===== src/rtl/vm_pkg.sv =====
// Shared definitions for the vending-machine change path: coin encodings, coin values and
// dispenser FSM states.
package vm_pkg;

   localparam int unsigned NumCoins = 5;

   typedef enum logic [2:0] {
      CoinNickel  = 3'd0,
      CoinDime    = 3'd1,
      CoinQuarter = 3'd2,
      CoinFifty   = 3'd3,
      CoinDollar  = 3'd4
   } coin_e;

   typedef enum logic [2:0] {
      StIdle,
      StSelect,
      StIssue,
      StDone,
      StShort
   } state_e;

   // Face value in cents of a coin select.
   function automatic logic [8:0] coin_value(coin_e c);
      case (c)
         CoinNickel:  return 9'd5;
         CoinDime:    return 9'd10;
         CoinQuarter: return 9'd25;
         CoinFifty:   return 9'd50;
         CoinDollar:  return 9'd100;
         default:     return 9'd0;
      endcase
   endfunction

endpackage


===== src/rtl/change_dispenser_if.sv =====
// Request / hopper / status bundle of the change dispenser. The slave modport is the
// dispenser side, the master modport is the payment-logic and hopper side.
interface change_dispenser_if;

   logic       change_valid;
   logic [8:0] change_cents;
   logic       change_ready;
   logic       restock;
   logic       coin_req;
   logic [2:0] coin_sel;
   logic       coin_ack;
   logic       done;
   logic       short_change;
   logic [8:0] remaining;
   logic [6:0] tally_nickel;
   logic [6:0] tally_dime;
   logic [6:0] tally_quarter;
   logic [6:0] tally_fifty;
   logic [6:0] tally_dollar;
   logic [4:0] stock_empty;

   modport slave (
      input  change_valid, change_cents, restock, coin_ack,
      output change_ready, coin_req, coin_sel, done, short_change, remaining,
             tally_nickel, tally_dime, tally_quarter, tally_fifty, tally_dollar, stock_empty
   );

   modport master (
      output change_valid, change_cents, restock, coin_ack,
      input  change_ready, coin_req, coin_sel, done, short_change, remaining,
             tally_nickel, tally_dime, tally_quarter, tally_fifty, tally_dollar, stock_empty
   );

endinterface


===== src/rtl/coin_picker.sv =====
// Greedy coin choice: largest coin whose value fits in the remaining amount and whose tube
// is not empty. Fifty-cent coins are candidates only when DISPENSE_FIFTY_EN is defined.
module coin_picker
   import vm_pkg::*;
(
   input  logic [8:0]          remaining_i,
   input  logic [NumCoins-1:0] stock_empty_i,
   output coin_e               sel_o,
   output logic                found_o
);

   // Priority chain from the largest denomination down.
   always_comb begin
      sel_o   = CoinNickel;
      found_o = 1'b0;
      if (!stock_empty_i[CoinDollar] && remaining_i >= coin_value(CoinDollar)) begin
         sel_o   = CoinDollar;
         found_o = 1'b1;
      end
`ifdef DISPENSE_FIFTY_EN
      else if (!stock_empty_i[CoinFifty] && remaining_i >= coin_value(CoinFifty)) begin
         sel_o   = CoinFifty;
         found_o = 1'b1;
      end
`endif
      else if (!stock_empty_i[CoinQuarter] && remaining_i >= coin_value(CoinQuarter)) begin
         sel_o   = CoinQuarter;
         found_o = 1'b1;
      end else if (!stock_empty_i[CoinDime] && remaining_i >= coin_value(CoinDime)) begin
         sel_o   = CoinDime;
         found_o = 1'b1;
      end else if (!stock_empty_i[CoinNickel] && remaining_i >= coin_value(CoinNickel)) begin
         sel_o   = CoinNickel;
         found_o = 1'b1;
      end
   end

endmodule


===== src/rtl/change_dispenser.sv =====
// Change dispenser: pays a change amount coin by coin, greedy largest-first, tracking tube
// stock and per-request tallies. Optional feature macro: DISPENSE_FIFTY_EN (fifty-cent tube).
module change_dispenser
   import vm_pkg::*;
#(
   parameter int unsigned STOCK_W      = 8,
   parameter int unsigned INIT_NICKEL  = 20,
   parameter int unsigned INIT_DIME    = 20,
   parameter int unsigned INIT_QUARTER = 20,
   parameter int unsigned INIT_FIFTY   = 10,
   parameter int unsigned INIT_DOLLAR  = 10
) (
   input  logic                clk,
   input  logic                cancelReset,
   change_dispenser_if.slave   bus
);

   typedef logic [STOCK_W-1:0] stock_t;

   state_e     state_q, state_d;
   logic [8:0] rem_q, rem_d;
   coin_e      sel_q, sel_d;
   stock_t     nickel_q, nickel_d, dime_q, dime_d, quarter_q, quarter_d, dollar_q, dollar_d;
   logic [6:0] t_nickel_q, t_nickel_d, t_dime_q, t_dime_d, t_quarter_q, t_quarter_d;
   logic [6:0] t_dollar_q, t_dollar_d;
`ifdef DISPENSE_FIFTY_EN
   stock_t     fifty_q, fifty_d;
   logic [6:0] t_fifty_q, t_fifty_d;
`else
   // No fifty tube in this build; the parameter is kept so both builds share one interface.
   logic       unused_init_fifty;
   assign unused_init_fifty = (INIT_FIFTY != 0);
`endif

   logic [NumCoins-1:0] stock_empty;
   coin_e               pick_sel;
   logic                pick_found;

   // Tube-empty flags; an absent fifty tube always reads empty.
   always_comb begin
      stock_empty              = '1;
      stock_empty[CoinNickel]  = (nickel_q == '0);
      stock_empty[CoinDime]    = (dime_q == '0);
      stock_empty[CoinQuarter] = (quarter_q == '0);
      stock_empty[CoinDollar]  = (dollar_q == '0);
`ifdef DISPENSE_FIFTY_EN
      stock_empty[CoinFifty]   = (fifty_q == '0);
`endif
   end

   coin_picker u_picker (
      .remaining_i   (rem_q),
      .stock_empty_i (stock_empty),
      .sel_o         (pick_sel),
      .found_o       (pick_found)
   );

   // Next-state, remaining amount, stock and tally updates.
   always_comb begin
      state_d     = state_q;
      rem_d       = rem_q;
      sel_d       = sel_q;
      nickel_d    = nickel_q;
      dime_d      = dime_q;
      quarter_d   = quarter_q;
      dollar_d    = dollar_q;
      t_nickel_d  = t_nickel_q;
      t_dime_d    = t_dime_q;
      t_quarter_d = t_quarter_q;
      t_dollar_d  = t_dollar_q;
`ifdef DISPENSE_FIFTY_EN
      fifty_d     = fifty_q;
      t_fifty_d   = t_fifty_q;
`endif
      unique case (state_q)
         StIdle: begin
            if (bus.restock) begin
               nickel_d  = stock_t'(INIT_NICKEL);
               dime_d    = stock_t'(INIT_DIME);
               quarter_d = stock_t'(INIT_QUARTER);
               dollar_d  = stock_t'(INIT_DOLLAR);
`ifdef DISPENSE_FIFTY_EN
               fifty_d   = stock_t'(INIT_FIFTY);
`endif
            end
            if (bus.change_valid) begin
               rem_d       = bus.change_cents;
               t_nickel_d  = '0;
               t_dime_d    = '0;
               t_quarter_d = '0;
               t_dollar_d  = '0;
`ifdef DISPENSE_FIFTY_EN
               t_fifty_d   = '0;
`endif
               state_d     = StSelect;
            end
         end
         StSelect: begin
            if (rem_q == '0) begin
               state_d = StDone;
            end else if (pick_found) begin
               sel_d   = pick_sel;
               state_d = StIssue;
            end else begin
               state_d = StShort;
            end
         end
         StIssue: begin
            if (bus.coin_ack) begin
               // The picker only selects coins that fit, so this cannot underflow.
               rem_d   = rem_q - coin_value(sel_q);
               state_d = StSelect;
               unique case (sel_q)
                  CoinNickel: begin
                     if (nickel_q != '0) nickel_d = nickel_q - stock_t'(1);
                     t_nickel_d = t_nickel_q + 7'd1;
                  end
                  CoinDime: begin
                     if (dime_q != '0) dime_d = dime_q - stock_t'(1);
                     t_dime_d = t_dime_q + 7'd1;
                  end
                  CoinQuarter: begin
                     if (quarter_q != '0) quarter_d = quarter_q - stock_t'(1);
                     t_quarter_d = t_quarter_q + 7'd1;
                  end
`ifdef DISPENSE_FIFTY_EN
                  CoinFifty: begin
                     if (fifty_q != '0) fifty_d = fifty_q - stock_t'(1);
                     t_fifty_d = t_fifty_q + 7'd1;
                  end
`endif
                  CoinDollar: begin
                     if (dollar_q != '0) dollar_d = dollar_q - stock_t'(1);
                     t_dollar_d = t_dollar_q + 7'd1;
                  end
                  default: ;
               endcase
            end
         end
         StDone:  state_d = StIdle;
         StShort: state_d = StIdle;
         default: state_d = StIdle;
      endcase
   end

   // State registers; reset abandons any request and reloads the tubes.
   always_ff @(posedge clk or posedge cancelReset) begin
      if (cancelReset) begin
         state_q     <= StIdle;
         rem_q       <= '0;
         sel_q       <= CoinNickel;
         nickel_q    <= stock_t'(INIT_NICKEL);
         dime_q      <= stock_t'(INIT_DIME);
         quarter_q   <= stock_t'(INIT_QUARTER);
         dollar_q    <= stock_t'(INIT_DOLLAR);
         t_nickel_q  <= '0;
         t_dime_q    <= '0;
         t_quarter_q <= '0;
         t_dollar_q  <= '0;
`ifdef DISPENSE_FIFTY_EN
         fifty_q     <= stock_t'(INIT_FIFTY);
         t_fifty_q   <= '0;
`endif
      end else begin
         state_q     <= state_d;
         rem_q       <= rem_d;
         sel_q       <= sel_d;
         nickel_q    <= nickel_d;
         dime_q      <= dime_d;
         quarter_q   <= quarter_d;
         dollar_q    <= dollar_d;
         t_nickel_q  <= t_nickel_d;
         t_dime_q    <= t_dime_d;
         t_quarter_q <= t_quarter_d;
         t_dollar_q  <= t_dollar_d;
`ifdef DISPENSE_FIFTY_EN
         fifty_q     <= fifty_d;
         t_fifty_q   <= t_fifty_d;
`endif
      end
   end

   assign bus.change_ready  = (state_q == StIdle);
   assign bus.coin_req      = (state_q == StIssue);
   assign bus.coin_sel      = sel_q;
   assign bus.done          = (state_q == StDone);
   assign bus.short_change  = (state_q == StShort);
   assign bus.remaining     = rem_q;
   assign bus.tally_nickel  = t_nickel_q;
   assign bus.tally_dime    = t_dime_q;
   assign bus.tally_quarter = t_quarter_q;
   assign bus.tally_dollar  = t_dollar_q;
   assign bus.stock_empty   = stock_empty;
`ifdef DISPENSE_FIFTY_EN
   assign bus.tally_fifty   = t_fifty_q;
`else
   assign bus.tally_fifty   = 7'd0;
`endif

endmodule


===== src/flat_wrapper.sv =====
// flat-port wrapper written by rule: the top's interface ports become plain ports
module change_dispenser_flat import vm_pkg::*;
#(
   parameter int unsigned STOCK_W      = 8,
   parameter int unsigned INIT_NICKEL  = 20,
   parameter int unsigned INIT_DIME    = 20,
   parameter int unsigned INIT_QUARTER = 20,
   parameter int unsigned INIT_FIFTY   = 10,
   parameter int unsigned INIT_DOLLAR  = 10
)
  (clk, cancelReset, bus_change_valid, bus_change_cents, bus_restock, bus_coin_ack, bus_change_ready, bus_coin_req, bus_coin_sel, bus_done, bus_short_change, bus_remaining, bus_tally_nickel, bus_tally_dime, bus_tally_quarter, bus_tally_fifty, bus_tally_dollar, bus_stock_empty);
  change_dispenser_if bus_i ();
  input  logic clk;
  input  logic cancelReset;
  input wire logic [$bits(bus_i.change_valid)-1:0] bus_change_valid;
  input wire logic [$bits(bus_i.change_cents)-1:0] bus_change_cents;
  input wire logic [$bits(bus_i.restock)-1:0] bus_restock;
  input wire logic [$bits(bus_i.coin_ack)-1:0] bus_coin_ack;
  output wire logic [$bits(bus_i.change_ready)-1:0] bus_change_ready;
  output wire logic [$bits(bus_i.coin_req)-1:0] bus_coin_req;
  output wire logic [$bits(bus_i.coin_sel)-1:0] bus_coin_sel;
  output wire logic [$bits(bus_i.done)-1:0] bus_done;
  output wire logic [$bits(bus_i.short_change)-1:0] bus_short_change;
  output wire logic [$bits(bus_i.remaining)-1:0] bus_remaining;
  output wire logic [$bits(bus_i.tally_nickel)-1:0] bus_tally_nickel;
  output wire logic [$bits(bus_i.tally_dime)-1:0] bus_tally_dime;
  output wire logic [$bits(bus_i.tally_quarter)-1:0] bus_tally_quarter;
  output wire logic [$bits(bus_i.tally_fifty)-1:0] bus_tally_fifty;
  output wire logic [$bits(bus_i.tally_dollar)-1:0] bus_tally_dollar;
  output wire logic [$bits(bus_i.stock_empty)-1:0] bus_stock_empty;
  assign bus_i.change_valid = bus_change_valid;
  assign bus_i.change_cents = bus_change_cents;
  assign bus_i.restock = bus_restock;
  assign bus_i.coin_ack = bus_coin_ack;
  assign bus_change_ready = bus_i.change_ready;
  assign bus_coin_req = bus_i.coin_req;
  assign bus_coin_sel = bus_i.coin_sel;
  assign bus_done = bus_i.done;
  assign bus_short_change = bus_i.short_change;
  assign bus_remaining = bus_i.remaining;
  assign bus_tally_nickel = bus_i.tally_nickel;
  assign bus_tally_dime = bus_i.tally_dime;
  assign bus_tally_quarter = bus_i.tally_quarter;
  assign bus_tally_fifty = bus_i.tally_fifty;
  assign bus_tally_dollar = bus_i.tally_dollar;
  assign bus_stock_empty = bus_i.stock_empty;
  change_dispenser #(.STOCK_W(STOCK_W), .INIT_NICKEL(INIT_NICKEL), .INIT_DIME(INIT_DIME), .INIT_QUARTER(INIT_QUARTER), .INIT_FIFTY(INIT_FIFTY), .INIT_DOLLAR(INIT_DOLLAR)) u_core (.clk(clk), .cancelReset(cancelReset), .bus(bus_i));
endmodule

===== config.mk =====
export PLATFORM = sky130hd
export DESIGN_NAME = change_dispenser_flat
export DESIGN_NICKNAME = d
export VERILOG_FILES = /design/src/rtl/vm_pkg.sv /design/src/rtl/change_dispenser_if.sv /design/src/rtl/coin_picker.sv /design/src/rtl/change_dispenser.sv /design/src/flat_wrapper.sv
export SDC_FILE = /design/constraint.sdc
export NUM_CORES = 1
export LEC_CHECK = 0
export BUFFER_PORTS_ARGS = -buffer_cell sky130_fd_sc_hd__buf_4
export CORE_ASPECT_RATIO = 1.4
export CORE_MARGIN = 4
export CORE_UTILIZATION = 52
export DETAILED_ROUTE_END_ITERATION = 10
export GPL_TIMING_DRIVEN = 0
export PLACE_DENSITY = 0.85
export REMOVE_ABC_BUFFERS = 1
export SLEW_MARGIN = 20
export SYNTH_ARGS = -nofsm -noshare
export SYNTH_HDL_FRONTEND = slang
export SYNTH_SLANG_ARGS = --single-unit
export TNS_END_PERCENT = 1

===== constraint.sdc =====
create_clock -name clk -period 2.58 [get_ports clk]
set_clock_uncertainty 0.1 [all_clocks]
set_input_delay 0.516 -clock clk [delete_from_list [all_inputs] [get_ports clk]]
set_output_delay 0.516 -clock clk [all_outputs]
set_load 0.02 [all_outputs]

======== After elaboration in Yosys (flattened, before gate mapping) ========
Index checks and enable logic that the tools add are counted.
word-level totals
  output and inout bits ................... 56
  logic and storage cells ................. 124
  register bits after elaboration ......... 75
cells by class
  equal/unequal tests ..................... 19
  add/subtract/negate cells ............... 9
  $lt $le $gt $ge ......................... 4
  bitwise operators ....................... 1
  muxes and demuxes ....................... 49
  reduce and logical (&&, ||, !) cells .... 31
operators with widths
  kind                                                                number
  two-way mux 8 bit                                                   14
  case mux 8 bit (2 select lines)                                     4
  two-way mux 7 bit                                                   9
  case mux 7 bit (2 select lines)                                     4
  two-way mux 9 bit                                                   4
  case mux 7 bit (5 select lines)                                     1
  zero test 8 bit                                                     4
  nonzero test 8 bit                                                  4
  subtractor 8 x 1 -> 8 bit (second input constant)                   4
  adder 7 x 1 -> 7 bit (second input constant)                        4
  AND reduction 5 bit                                                 4
  case mux 9 bit (2 select lines)                                     1
  inequality test 2 x 1 -> 1 bit (second input constant)              8
  AND reduction 4 bit                                                 4
  two-way mux 3 bit                                                   5
  == test 3 x 2 -> 1 bit (second input constant)                      4
  greater-or-equal comparator 9 x 3 -> 1 bit (second input constant)  1
  greater-or-equal comparator 9 x 4 -> 1 bit (second input constant)  1
  greater-or-equal comparator 9 x 5 -> 1 bit (second input constant)  1
  greater-or-equal comparator 9 x 7 -> 1 bit (second input constant)  1
  zero test 9 bit                                                     1
  case mux 3 bit (3 select lines)                                     1
  subtractor 9 bit                                                    1
  == test 3 x 1 -> 1 bit (second input constant)                      2
  other kinds (11)                                                    26

======== Longest topological paths before layout ========
Gate-level depths: netlist of the first run.
  depth after elaboration ................. 10
  mapped depth ............................ 11

======== Hierarchy ========
A second synthesis of the first run with hierarchy kept.
second synthesis, totals
  cells, all modules ...................... 482
  area total of the unflattened synthesis .. 4420.5 sq um
by module, submodules not included
  module            times used  seq. area each (sq um)  cells each  area each (sq um)
  change_dispenser  1           1886.8                  467         4316.6
  coin_picker       1           0.0                     15          103.8

======== Worst setup path before layout of the first run ========
OpenSTA, ideal clock, no wires.
  path type ............................... register -> register
  start point ............................. register u_core.sel_q[0] (netlist: u_core.bus.coin_sel[0])
  end point ............................... register u_core.rem_q[6] (netlist: u_core.bus.remaining[6])
  buffers on the path ..................... 1
  path slack .............................. 0.181 ns
  stages on the path, launching flop included .. 12
  required time ........................... 2.398 ns
  arrival time ............................ 2.217 ns
  cells stage by stage .................... dfrtp_1 > buf_6 > nor2_1 > ha_1 > inv_1 > fa_1 > a211oi_1 > o21bai_1 > a21oi_1 > xnor2_1 > nand2_1 > a31oi_1
between the ends
  word-level cells in the longest chain between the ends .. 7
ends and longest elaborated chain
  what                                   RTL line                 source
  start: declaration                     change_dispenser.sv:22   coin_e sel_q, sel_d;
  start signal: assignment               change_dispenser.sv:151  sel_q <= CoinNickel;
  start signal: assignment               change_dispenser.sv:167  sel_q <= sel_d;
  == test 3 bit (tied with other cells)  vm_pkg.sv:25             case (c)
  case mux 7 bit (5 select lines) (*)    vm_pkg.sv:25
  two-way mux 9 bit (*)                  change_dispenser.sv:109  if (bus.coin_ack) begin
  two-way mux 9 bit (*)                  change_dispenser.sv:75   unique case (state_q)
  subtractor 9 bit (*)                   change_dispenser.sv:111  rem_d = rem_q - coin_value(sel_q);
  two-way mux 9 bit (*)                  change_dispenser.sv:109
  case mux 9 bit (2 select lines) (*)    change_dispenser.sv:75
  end signal: assignment                 change_dispenser.sv:166  rem_q <= rem_d;
  end: declaration                       change_dispenser.sv:21   logic [8:0] rem_q, rem_d;
Every way passes the cells marked *; elsewhere a longest branch is shown, timed or not. The select of a mux whose other input is x is not followed.
A chain may end at the register's enable or synchronous reset.

======== Worst setup path in the final report of the first run ========
  start point ............................. register u_core.dime_q[3]
  end point ............................... output port bus_stock_empty[1]
between the ends
  word-level cells in the longest chain between the ends .. 1
ends and longest elaborated chain
  what                      RTL line                 source
  start: declaration        change_dispenser.sv:23   stock_t nickel_q, nickel_d, dime_q, dime_d, quarter_q, quarter_d, dollar_q, dollar_d;
  start signal: assignment  change_dispenser.sv:153  dime_q <= stock_t'(INIT_DIME);
  start signal: assignment  change_dispenser.sv:169  dime_q <= dime_d;
  zero test 8 bit           change_dispenser.sv:43   stock_empty[CoinDime] = (dime_q == '0);
  end: declaration          flat_wrapper.sv:30       output wire logic [$bits(bus_i.stock_empty)-1:0] bus_stock_empty;
No other way between the ends.

==> results.md, run 1 <==
* Reg clk slew, reported paths at 0.06 ns
* Routed met1 length at 3915 um
* Cts bufs inserted at 9
* Total gr overflow at 0
* Area contributors post-synth: dfrtp_1, xor2_1, ha_1, nor2_1, dfstp_2
* Distinct cells, synth at between 60 and 70
* Area fraction of the dominant cell type after synthesis at between 30% and 40%
* EDFF count, synth at 0
* Ys flop type: dfrtp_1
* CTS root buf: clkbuf_16
* CP Launch Type: register
* Vias per cell at 5.746
* Slowest CP cell: or4_1
* Reg power frac at 33.4%
* Minimum clock period at 2.582 ns
* Commonest non-fill, non-tap cell in the layout: dfrtp_1
* RSZ-0062 raised after global routing: true
* Area of the core at 0.008198 mm2
* Crit path capture type: output port
* Max VDD drop at 0.5083 mV
* Port Buffers at 61
* Crit Path Class: reg -> out
* Layout cells sized above 1 at 22.10%
* Average size of a mapped cell at 9.536 um2
* Max Fclk at just under 400 MHz
* Leak at 2.435 nW
* Asr flop ratio synth at 100.0%
* Seq cells post-synth at 75
* Routed WL per cell at 15.71 um
* Routed wl met2 at approximately 5200 um
* Mapped cell area at 0.004387 mm2
* Die X-Extent at ~86 um
* Failing checks: negative setup slack
* Worst Path Max Fanout at 4
* Cell Rows at 39
* First-pass GRT wire length at between 15000 and 20000 um
* Pins Over Slew Limit at 0
* Status: finished with violations
* Worst-Skew Late Latency at 0.34 ns
* Post-Route WL at about 9900 um
* Power Dens Cells at 1002 mW/mm2
* Starting Density at 53.51%
* DRT antenna net count at 0
* Critical path required time at between 1.5 and 2 ns
* Yosys warns at 0
* Via count at 3603
* Pin count of the biggest net entering global routing at 52
* DRC violations left at 0
* Max-cap violations at 0
* Detailed Place HPWL at 7215 um
* H-tree levels at 3
* Cell Int Power at roughly 3.1 mW
* Synthesis-to-finish area growth at 19.48%
* Initial antenna violation count at 0
* Nets at 554
* CP arrival at 1.97 ns
* Ant diodes at 0
* Crit path cell chain: or4_1 -> nor4b_4 -> buf_4
* Initial drt markers at 316
* Final period utilization at 100.1%
* Min-delay worst type: in -> async
* Top Ports at 70
* Net Sw Power at 2.134 mW
* Logic gate share of total power at 43.1%
* Clock share of power at 23.6%
* Gpl congestion at a little under 1
* Total GRT Usage at a little over a fifth
* Clock Sinks at 75
* Die area at between 0.009 and 0.01 mm2
* CTS Hold Bufs at 0
* Die Ht at 116.7 um
* DR WL met3 at between 400 and 500 um
* Final worst slack at -0.002044 ns
* Top sig layer: met4
* CTS tree: yes
* Vias in the first global route at 3595
* Worst Tran Pin Value at about 0.77 ns
* Mapped Cells at 460
* Most frequent cells in the layout: dfrtp_1, buf_4, nor2_1
* CP max stage delay at 0.64 ns
* Leading area contributor after synthesis: dfrtp_1
* Longest Clk Path Bufs at 2
* Worst slew margin at about half
* Min Hold Slack at 0.04617 ns
* Pre-antenna DRT Iters at 4
* Hold Fails Final Rpt at 0
* Final setup TNS at -0.002044 ns
* Register area share after synthesis at 43.01%
* Final setup viols at 1
* Switching share of power at 40.62%
final cells by class:
cell class / instances / area [um2]
inverter: 20 / 80.08
fill: 631 / 2957
clock buffer: 11 / 242.7
clock inverter: 5 / 52.55
sequential: 75 / 1891
tap: 102 / 127.6
timing repair buffer: 64 / 500.5
multi-input combinational: 350 / 2347
per-stage QoR:
stage	utilization (%)	cell area (um2)	setup slack, ns	power, mW	cells
after detailed placement	59.75	4898	-0.3596	3.945	609
after global placement	59.39	4868	-0.8257	3.855	608
final	63.93	5241	-0.002044	5.253	627
after floorplan	-	4283	0.06726	3.273	445
after CTS	63.61	5215	-0.008919	5.225	625
after global routing	63.93	5241	-0.2025	5.622	627
final timing paths:
| kind | start | to | slack, ns | cells after the start |
|---|---|---|---|---|
| min reg2reg | u_core.dime_q[5] | u_core.dime_q[5] | 0.39 | 1 |
| max in group asynchronous | cancelReset | u_core.dollar_q[1] | 1.74 | 3 |
| max | u_core.dime_q[3] | bus_stock_empty[1] | -0.002 | 3 |
| min in group clk | bus_change_cents[8] | u_core.bus.remaining[8] | 0.33 | 3 |
| min | cancelReset | u_core.dollar_q[6] | 0.05 | 2 |
| max reg2reg | u_core.bus.coin_sel[0] | u_core.bus.remaining[8] | 0.14 | 10 |
state kept, by name (all words and copies together), names as in the netlist, 7 cells and up:
| name | cells |
|---|---|
| u_core.bus.remaining | 9 |
| u_core.dime_q | 8 |
| u_core.dollar_q | 8 |
| u_core.nickel_q | 8 |
| u_core.quarter_q | 8 |
| u_core.bus.tally_dime | 7 |
| u_core.bus.tally_dollar | 7 |
| u_core.bus.tally_nickel | 7 |
| u_core.bus.tally_quarter | 7 |
per-layer routing:
| metal | vias up | global-route usage, % |
|---|---|---|
| met1 | 1749 | 24.43 |
| met2 | 117 | 37.40 |
| li1 | 1712 | - |
| met5 | - | 0 |
| met3 | 25 | 4.517 |
| met4 | 0 | 9.398 |
critical path, delay by kind of cell, from the launching register on:
family	cells	cell delay [ns]
buf+inv	1	0.21
flops	1	0.41
simple gates	2	1.01
cells in the mapped netlist (all sizes together) (2+ instances only):
cell    instances
and2            5
nand3b          5
nor2b           5
nor3b           3
nor4            5
clkbuf          6
o21bai          2
nand3          19
dfrtp          67
conb            2
nand2b          3
ha             19
o21ai          27
xnor2          13
xor2           29
or4             5
a21oi          13
o311ai          2
and3            4
a21o            5
o21a            4
mux2i           8
a31o            2
nor3            7
nand4b          3
or3b            4
nand2          47
a31oi           5
o211ai          2
or3             6
inv            20
a211oi          5
dfstp           8
buf            15
nand4           8
or2             2
nor4b           4
nor2           58
logic make-up after synthesis:
group,share of synthesized area [%]
other,0.1712
buffers and inverters,4.592
muxes,1.826
adders and majority gates,5.876
AOI/OAI and AO/OA,11.81
DFF,43.01
and+or+nand+nor,24.33
xor gates and xnor gates,8.386
repair_timing:
item	in CTS	in global routing
setup buffers	0	2
gates resized for setup	5	5
endpoints found under the setup margin	27	12
pin swaps	2	0
power by group through the flow:
stage | sequential, mW | combinational [mW] | clock, mW
2_1_floorplan | 1.82 | 1.46 | 0
3_3_place_gp | 1.74 | 2.11 | 0
3_5_place_dp | 1.75 | 2.19 | 0
4_1_cts | 1.74 | 2.23 | 1.26
5_1_grt | 1.79 | 2.52 | 1.30
6_report | 1.75 | 2.26 | 1.24
Power figures use the tool's default switching activity.
==> run 2, diff against run 1 <==
--- a/config.mk
+++ b/config.mk
@@ -8,10 +8,10 @@
 export BUFFER_PORTS_ARGS = -buffer_cell sky130_fd_sc_hd__buf_4
 export CORE_ASPECT_RATIO = 1.4
 export CORE_MARGIN = 4
-export CORE_UTILIZATION = 52
+export CORE_UTILIZATION = 40
 export DETAILED_ROUTE_END_ITERATION = 10
 export GPL_TIMING_DRIVEN = 0
-export PLACE_DENSITY = 0.85
+export PLACE_DENSITY = 0.68
 export REMOVE_ABC_BUFFERS = 1
 export SLEW_MARGIN = 20
 export SYNTH_ARGS = -nofsm -noshare
==> constraint.sdc (replaced) <==
create_clock -name clk -period 3 [get_ports clk]
set_clock_uncertainty 0.1 [all_clocks]
set_input_delay 0.6 -clock clk [delete_from_list [all_inputs] [get_ports clk]]
set_output_delay 0.6 -clock clk [all_outputs]
set_load 0.02 [all_outputs]
==> run 2 against run 1 <==
- the flow now finishes without violations
- clock-buffer cell count decreased by 2
- sequential cell count did not move
- via count is 4.8% lower
- clock power shrank 13%
- design area is 0.19% higher
- total power shrank 15%
- combinational power decreased by 17%
- cell count is 5.9% higher
==> results.md, run 2 (synthesis results as in run 1) <==
* Crit Path Class: reg -> out
* Pin count of the biggest net entering global routing at 58
* Worst Reg-to-Reg Cells at 7
* Power Dens Cells at 851.8 mW/mm2
* Vias per cell at roughly 5.2
* Logic gate share of total power at 42.1%
* Clock share of power at between 20% and 30%
* Vias in the first global route at ~3400
* Most frequent cells in the layout: dfrtp_1, buf_4, nor2_1
* Max Fclk at 349.9 MHz
* Top Ports at 70
* Pre-antenna DRT Iters at 6
* Gpl congestion at roughly 0.82
* Total GRT Usage at between 10% and 20%
* Layout cells sized above 1 at 20.65%
* Cell Rows at 45
* DRT antenna net count at 0
* Switching share of power at 41.04%
* Critical path required time at between 2 and 2.5 ns
* Worst Path Max Fanout at 23
* Initial drt markers at 93
* H-tree levels at 3
* CP arrival at 2.16 ns
* Worst Setup EP: bus_coin_req
* Post-CTS sizing at 1
* Hold Fails Final Rpt at 0
* CTS Hold Bufs at 0
* Reg clk slew, reported paths at 0.06 ns
* Synthesis-to-finish area growth at 19.71%
* Leak at 2.415 nW
* Nets at 552
* Fillers at 1015
* Commonest non-fill, non-tap cell in the layout: dfrtp_1
* Starting Density at 40.58%
* Flop2flop setup slack at approximately 0.35 ns
* Detailed Place HPWL at a little over 7000 um
* Routed WL per cell at 14.48 um
* Worst R2R End: u_core.nickel_q[6]
* Max-cap violations at 0
* Final setup viols at 0
* Minimum clock period at 2.858 ns
* Final worst slack at 0.1423 ns
* First-pass GRT wire length at 15930 um
* Worst Tran Pin Value at 0.7315 ns
* Via count at 3431
* CP Launch Type: register
* Final period utilization at 95.26%
* Min-delay worst type: in -> async
* Total gr overflow at 0
* DRC violations left at 0
* Longest Clk Path Bufs at 2
* Pre-CTS WS at approximately 0.029 ns
* Largest register FFs at 9
* Cts bufs inserted at 9
* CTS root buf: clkbuf_16
* Crit path capture type: output port
* Die Ht at between 100 and 150 um
* Die area at approximately 0.013 mm2
* CP startpoint: u_core.state_q[1]
* Port Buffers at 61
* Ant diodes at 0
* CTS tree: yes
* Status: complete, no violations
* Worst-Skew Late Latency at approximately 0.34 ns
* Post-CTS setup buffers at 0
* Cell Int Power at 2.637 mW
* RSZ-0062 raised after global routing: false
* Reg power frac at 33.6%
* Clock Sinks at 75
* Final setup TNS at 0 ns
* Die X-Extent at 96.51 um
* Area of the core at around 0.011 mm2
* Worst slew margin at 51.23%
* Max VDD drop at 0.3061 mV
* Pins Over Slew Limit at 0
* FF-to-FF Start: u_core.state_q[1]
* Post-Route WL at 9614 um
* Initial antenna violation count at 0
* Net Sw Power at 1.836 mW
[run 2: changes by cell type in the layout (fill, tap and decap cells not counted), sizes merged]
cell and delta:
buf -2, clkbuf -2, clkinvlp +1, inv +1
[run 2: through the flow]
step / util (%) / area [um2] / instances / hold slack (ns) / total power, mW
final: 48.58 / 5251 / 664 / 0.1047 / 4.473
after global routing: 48.58 / 5251 / 664 / 0.1096 / 4.820
after detailed placement: 45.76 / 4947 / 648 / 0.3719 / 3.402
after CTS: 48.58 / 5251 / 664 / 0.09560 / 4.520
after floorplan: - / 4283 / 445 / 0.3410 / 2.815
after global placement: 45.49 / 4917 / 647 / 0.3582 / 3.352
[run 2: power by group through the flow]
| stage | sequential (mW) | clock (mW) | combinational, mW |
|---|---|---|---|
| after CTS | 1.50 | 1.11 | 1.90 |
| after detailed placement | 1.52 | 0 | 1.89 |
| after floorplan | 1.56 | 0 | 1.25 |
| after global placement | 1.51 | 0 | 1.85 |
| after global routing | 1.54 | 1.17 | 2.11 |
| final | 1.50 | 1.08 | 1.88 |
[run 2: cell type report]
cell class                      instances  area, um2  area share [%]
Multi-Input combinational cell        350       2321           44.20
Tap cell                              141      176.4           3.360
Inverter                               20      80.08           1.525
Clock buffer                            9      225.2           4.289
Clock inverter                          7      76.32           1.453
Timing Repair Buffer                   62      485.5           9.245
Sequential cell                        75       1887           35.93
[run 2: metal layers]
metal | vias to the layer above | share of wire (%) | global-route usage [%]
li1 | 1709 | - | -
met1 | 1636 | 42 | 18.61
met2 | 67 | 51 | 26.80
met3 | 19 | 4.5 | 3.769
met4 | 0 | 2.6 | 6.864
met5 | - | 0 | 0
[run 2: worst max-delay path, stage by stage, from the launching register on]
cell     delay (ns)
dfrtp_1        0.60
or3b_2         0.69
inv_4          0.31
buf_4          0.21
[run 2: worst min-delay path by stage]
stage	from	endpoint	slack, ns	depth (start not counted)
floorplan	u_core.dime_q[5]	u_core.dime_q[5]	0.34	1
global placement	u_core.dime_q[5]	u_core.dime_q[5]	0.36	1
detailed placement	u_core.dime_q[5]	u_core.dime_q[5]	0.37	1
CTS	cancelReset	u_core.dollar_q[7]	0.1	2
global route	cancelReset	u_core.dollar_q[7]	0.11	2
finish	cancelReset	u_core.bus.tally_dollar[1]	0.10	2
==> run 3, diff against run 2 <==
--- a/config.mk
+++ b/config.mk
@@ -10,11 +10,12 @@
 export CORE_MARGIN = 4
 export CORE_UTILIZATION = 40
 export DETAILED_ROUTE_END_ITERATION = 10
-export GPL_TIMING_DRIVEN = 0
 export PLACE_DENSITY = 0.68
 export REMOVE_ABC_BUFFERS = 1
+export SKIP_CTS_REPAIR_TIMING = 1
 export SLEW_MARGIN = 20
 export SYNTH_ARGS = -nofsm -noshare
 export SYNTH_HDL_FRONTEND = slang
+export SYNTH_HIERARCHICAL = 1
 export SYNTH_SLANG_ARGS = --single-unit
 export TNS_END_PERCENT = 1
==> run 3 against run 2 <==
- design area grew 1.4%
- worst setup slack gained 0.034 ns
- synthesized area grew 0.77%
- cell count grew 3.9%
- first-iteration DRC count grew 71%
- hold slack gained 0.15 ns
- via count grew 11%
- sequential share of layout area shrank 0.49 points
- utilization grew 0.67 points
- combinational power grew 31%
- wire length grew 11%
- clock-buffer cell count is the same
- highest routed layer unchanged
==> results.md, run 3 <==
* Post-synth top cells: dfrtp_1, nor2_1, nand2_1
* Asr flop ratio synth at 100.0%
* Synthesis-to-finish area growth at 20.44%
* Status: complete, no violations
* Final non-filler cell total at 690
* Total gr overflow at 0
* Die Ht at 132.4 um
* Flop2flop setup slack at 0.18 ns
* DRC violations left at 0
* CTS tree: yes
* Final setup TNS at 0 ns
* Initial antenna violation count at 0
* Final worst slack at 0.1766 ns
* Area fraction of the dominant cell type after synthesis at between 30% and 40%
* CTS root buf: clkbuf_16
* CP Launch Type: register
* Mapped Cells at around 480
* Cell Rows at 45
* Yosys warns at 6
* Detailed Place HPWL at between 7000 and 8000 um
* Final period utilization at 94.11%
* Min-delay worst type: in -> async
* Ys flop type: dfrtp_1
* Clock Sinks at 75
* Pre-antenna DRT Iters at 5
* Post-Route WL at roughly 11000 um
* Register area share after synthesis at 42.68%
* RSZ-0062 raised after global routing: false
* Inst Count DP at 674
* Max-cap violations at 0
* Largest register FFs at 9
* H-tree levels at 3
* Leading area contributor after synthesis: dfrtp_1
* Max Fclk at 354.2 MHz
* Leak at between 2 and 2.5 nW
* Most frequent cells in the layout: buf_4, dfrtp_1, nor2_1
* Port Buffers at 61
* Ant diodes at 0
* Worst Tran Pin Value at 0.7551 ns
* Crit path capture type: register
* First-pass GRT wire length at 17820 um
* Gpl congestion at between 0.8 and 0.9
* Pins Over Slew Limit at 0
* Distinct cells, synth at 52
* Hold Fails Final Rpt at 0
* Via count at 3810
* Routed WL per cell at 15.43 um
* Die area at between 0.01 and 0.015 mm2
* Pre-CTS WS at 0.2542 ns
* Reg clk slew, reported paths at 0.06 ns
* Die X-Extent at 96.85 um
* Final setup viols at 0
* Initial drt markers at 159
* Top Ports at 70
* Average size of a mapped cell at 9.171 um2
* Starting Density at between 40% and 50%
* Worst R2R End: u_core/bus.remaining[8]
* Tot Pwr at ~5.3 mW
* EDFF count, synth at 0
* Area of the core at approximately 0.011 mm2
* Mapped cell area at about 0.0044 mm2
* Vias in the first global route at 3708
* Minimum clock period at 2.823 ns
* CP arrival at 2.95 ns
* Pin count of the biggest net entering global routing at just under 50
* Nets at 578
* Vias per cell at 5.522
* Worst slew margin at 49.66%
* Worst-Skew Late Latency at between 0.3 and 0.4 ns
* Most common cell in the synthesized netlist: dfrtp_1
* Cts bufs inserted at 9
* Layout cells sized above 1 at a little over a fifth
* Crit Path Class: reg -> reg
* Longest Clk Path Bufs at 2
* FF-to-FF Start: u_core/bus.coin_sel[2]
* Seq cells post-synth at 75
* Total GRT Usage at 16.79%
* DRT antenna net count at 0
* Max VDD drop at around 0.51 mV
* Worst Reg-to-Reg Cells at 8
* Area contributors post-synth: dfrtp_1, xor2_1, ha_1, nor2_1, dfstp_2
* Power Dens Cells at 987.9 mW/mm2
* Critical path required time at 3.13 ns
* Worst Path Max Fanout at 9
-- run 3: cell types whose count changed after synthesis, sizes merged, moves of 4 or more --
cell    previous run  this run
a31oi              5         1
mux2               0         5
a211oi             5        11
xor2              29        35
nand3             19        24
a21o               5         0
nand4              8        27
or3                6        10
xnor2             13         0
clkbuf             6        10
nor4b              4         0
-- run 3: per-layer routing --
metal | track usage, % | vias to the layer above | share of wire, %
li1 | - | 1813 | -
met1 | 20.88 | 1845 | 43
met2 | 27.73 | 133 | 48
met3 | 3.547 | 19 | 5.7
met4 | 7.963 | 0 | 2.7
met5 | 0 | - | 0
-- run 3: worst max path at each step --
stage	endpoint	depth (start not counted)	slack, ns	startpoint
after global placement	u_core/bus.remaining[8]	8	0.36	u_core/bus.coin_sel[2]
after CTS	u_core/bus.remaining[8]	8	0.22	u_core/bus.coin_sel[2]
after detailed placement	u_core/bus.remaining[8]	8	0.25	u_core/bus.coin_sel[2]
after global routing	u_core/bus.remaining[8]	8	0.10	u_core/bus.coin_sel[0]
after floorplan	u_core/dime_q[7]	5	0.10	u_core/state_q[1]
final	u_core/bus.remaining[8]	8	0.18	u_core/bus.coin_sel[2]
-- run 3: logic make-up after synthesis --
logic type	Yosys count	share of synthesized area, %
AO/OA/AOI/OAI	72	11.66
XOR/XNOR	35	6.935
adder cells (fa/ha/maj)	20	5.831
buffers and inverters	46	4.699
flip-flops	75	42.68
multiplexers	12	2.859
other	2	0.1699
AND/OR/NAND/NOR	220	25.16
-- run 3: layout make-up --
cell class / count / area, um2
Fill cell: 1022 / 5487
Multi-Input combinational cell: 367 / 2349
Sequential cell: 75 / 1887
Timing Repair Buffer: 68 / 523.0
Clock buffer: 9 / 225.2
Tap cell: 141 / 176.4
Inverter: 23 / 86.33
Clock inverter: 7 / 77.57
-- run 3: worst max-delay path, stage by stage (launching register included) --
cell	delay, ns
dfrtp_1	0.46
or3b_2	0.55
and2_1	0.19
ha_1	0.32
o21a_1	0.19
o31a_1	0.13
o41ai_1	0.47
mux2i_1	0.14
nand3b_1	0.17
-- run 3: stage by stage --
step / utilization [%] / hold slack, ns / instance area (um2)
after floorplan: - / 0.3644 / 4322
after global placement: 46.45 / 0.3845 / 5021
after detailed placement: 46.45 / 0.3962 / 5021
after CTS: 49.25 / 0.2642 / 5324
after global routing: 49.25 / 0.3055 / 5324
final: 49.25 / 0.2504 / 5324
-- run 3: report_power, final --
part | internal, mW | switching (mW)
combinational | 0.977 | 1.48
clock | 0.650 | 0.453
sequential | 1.30 | 0.394
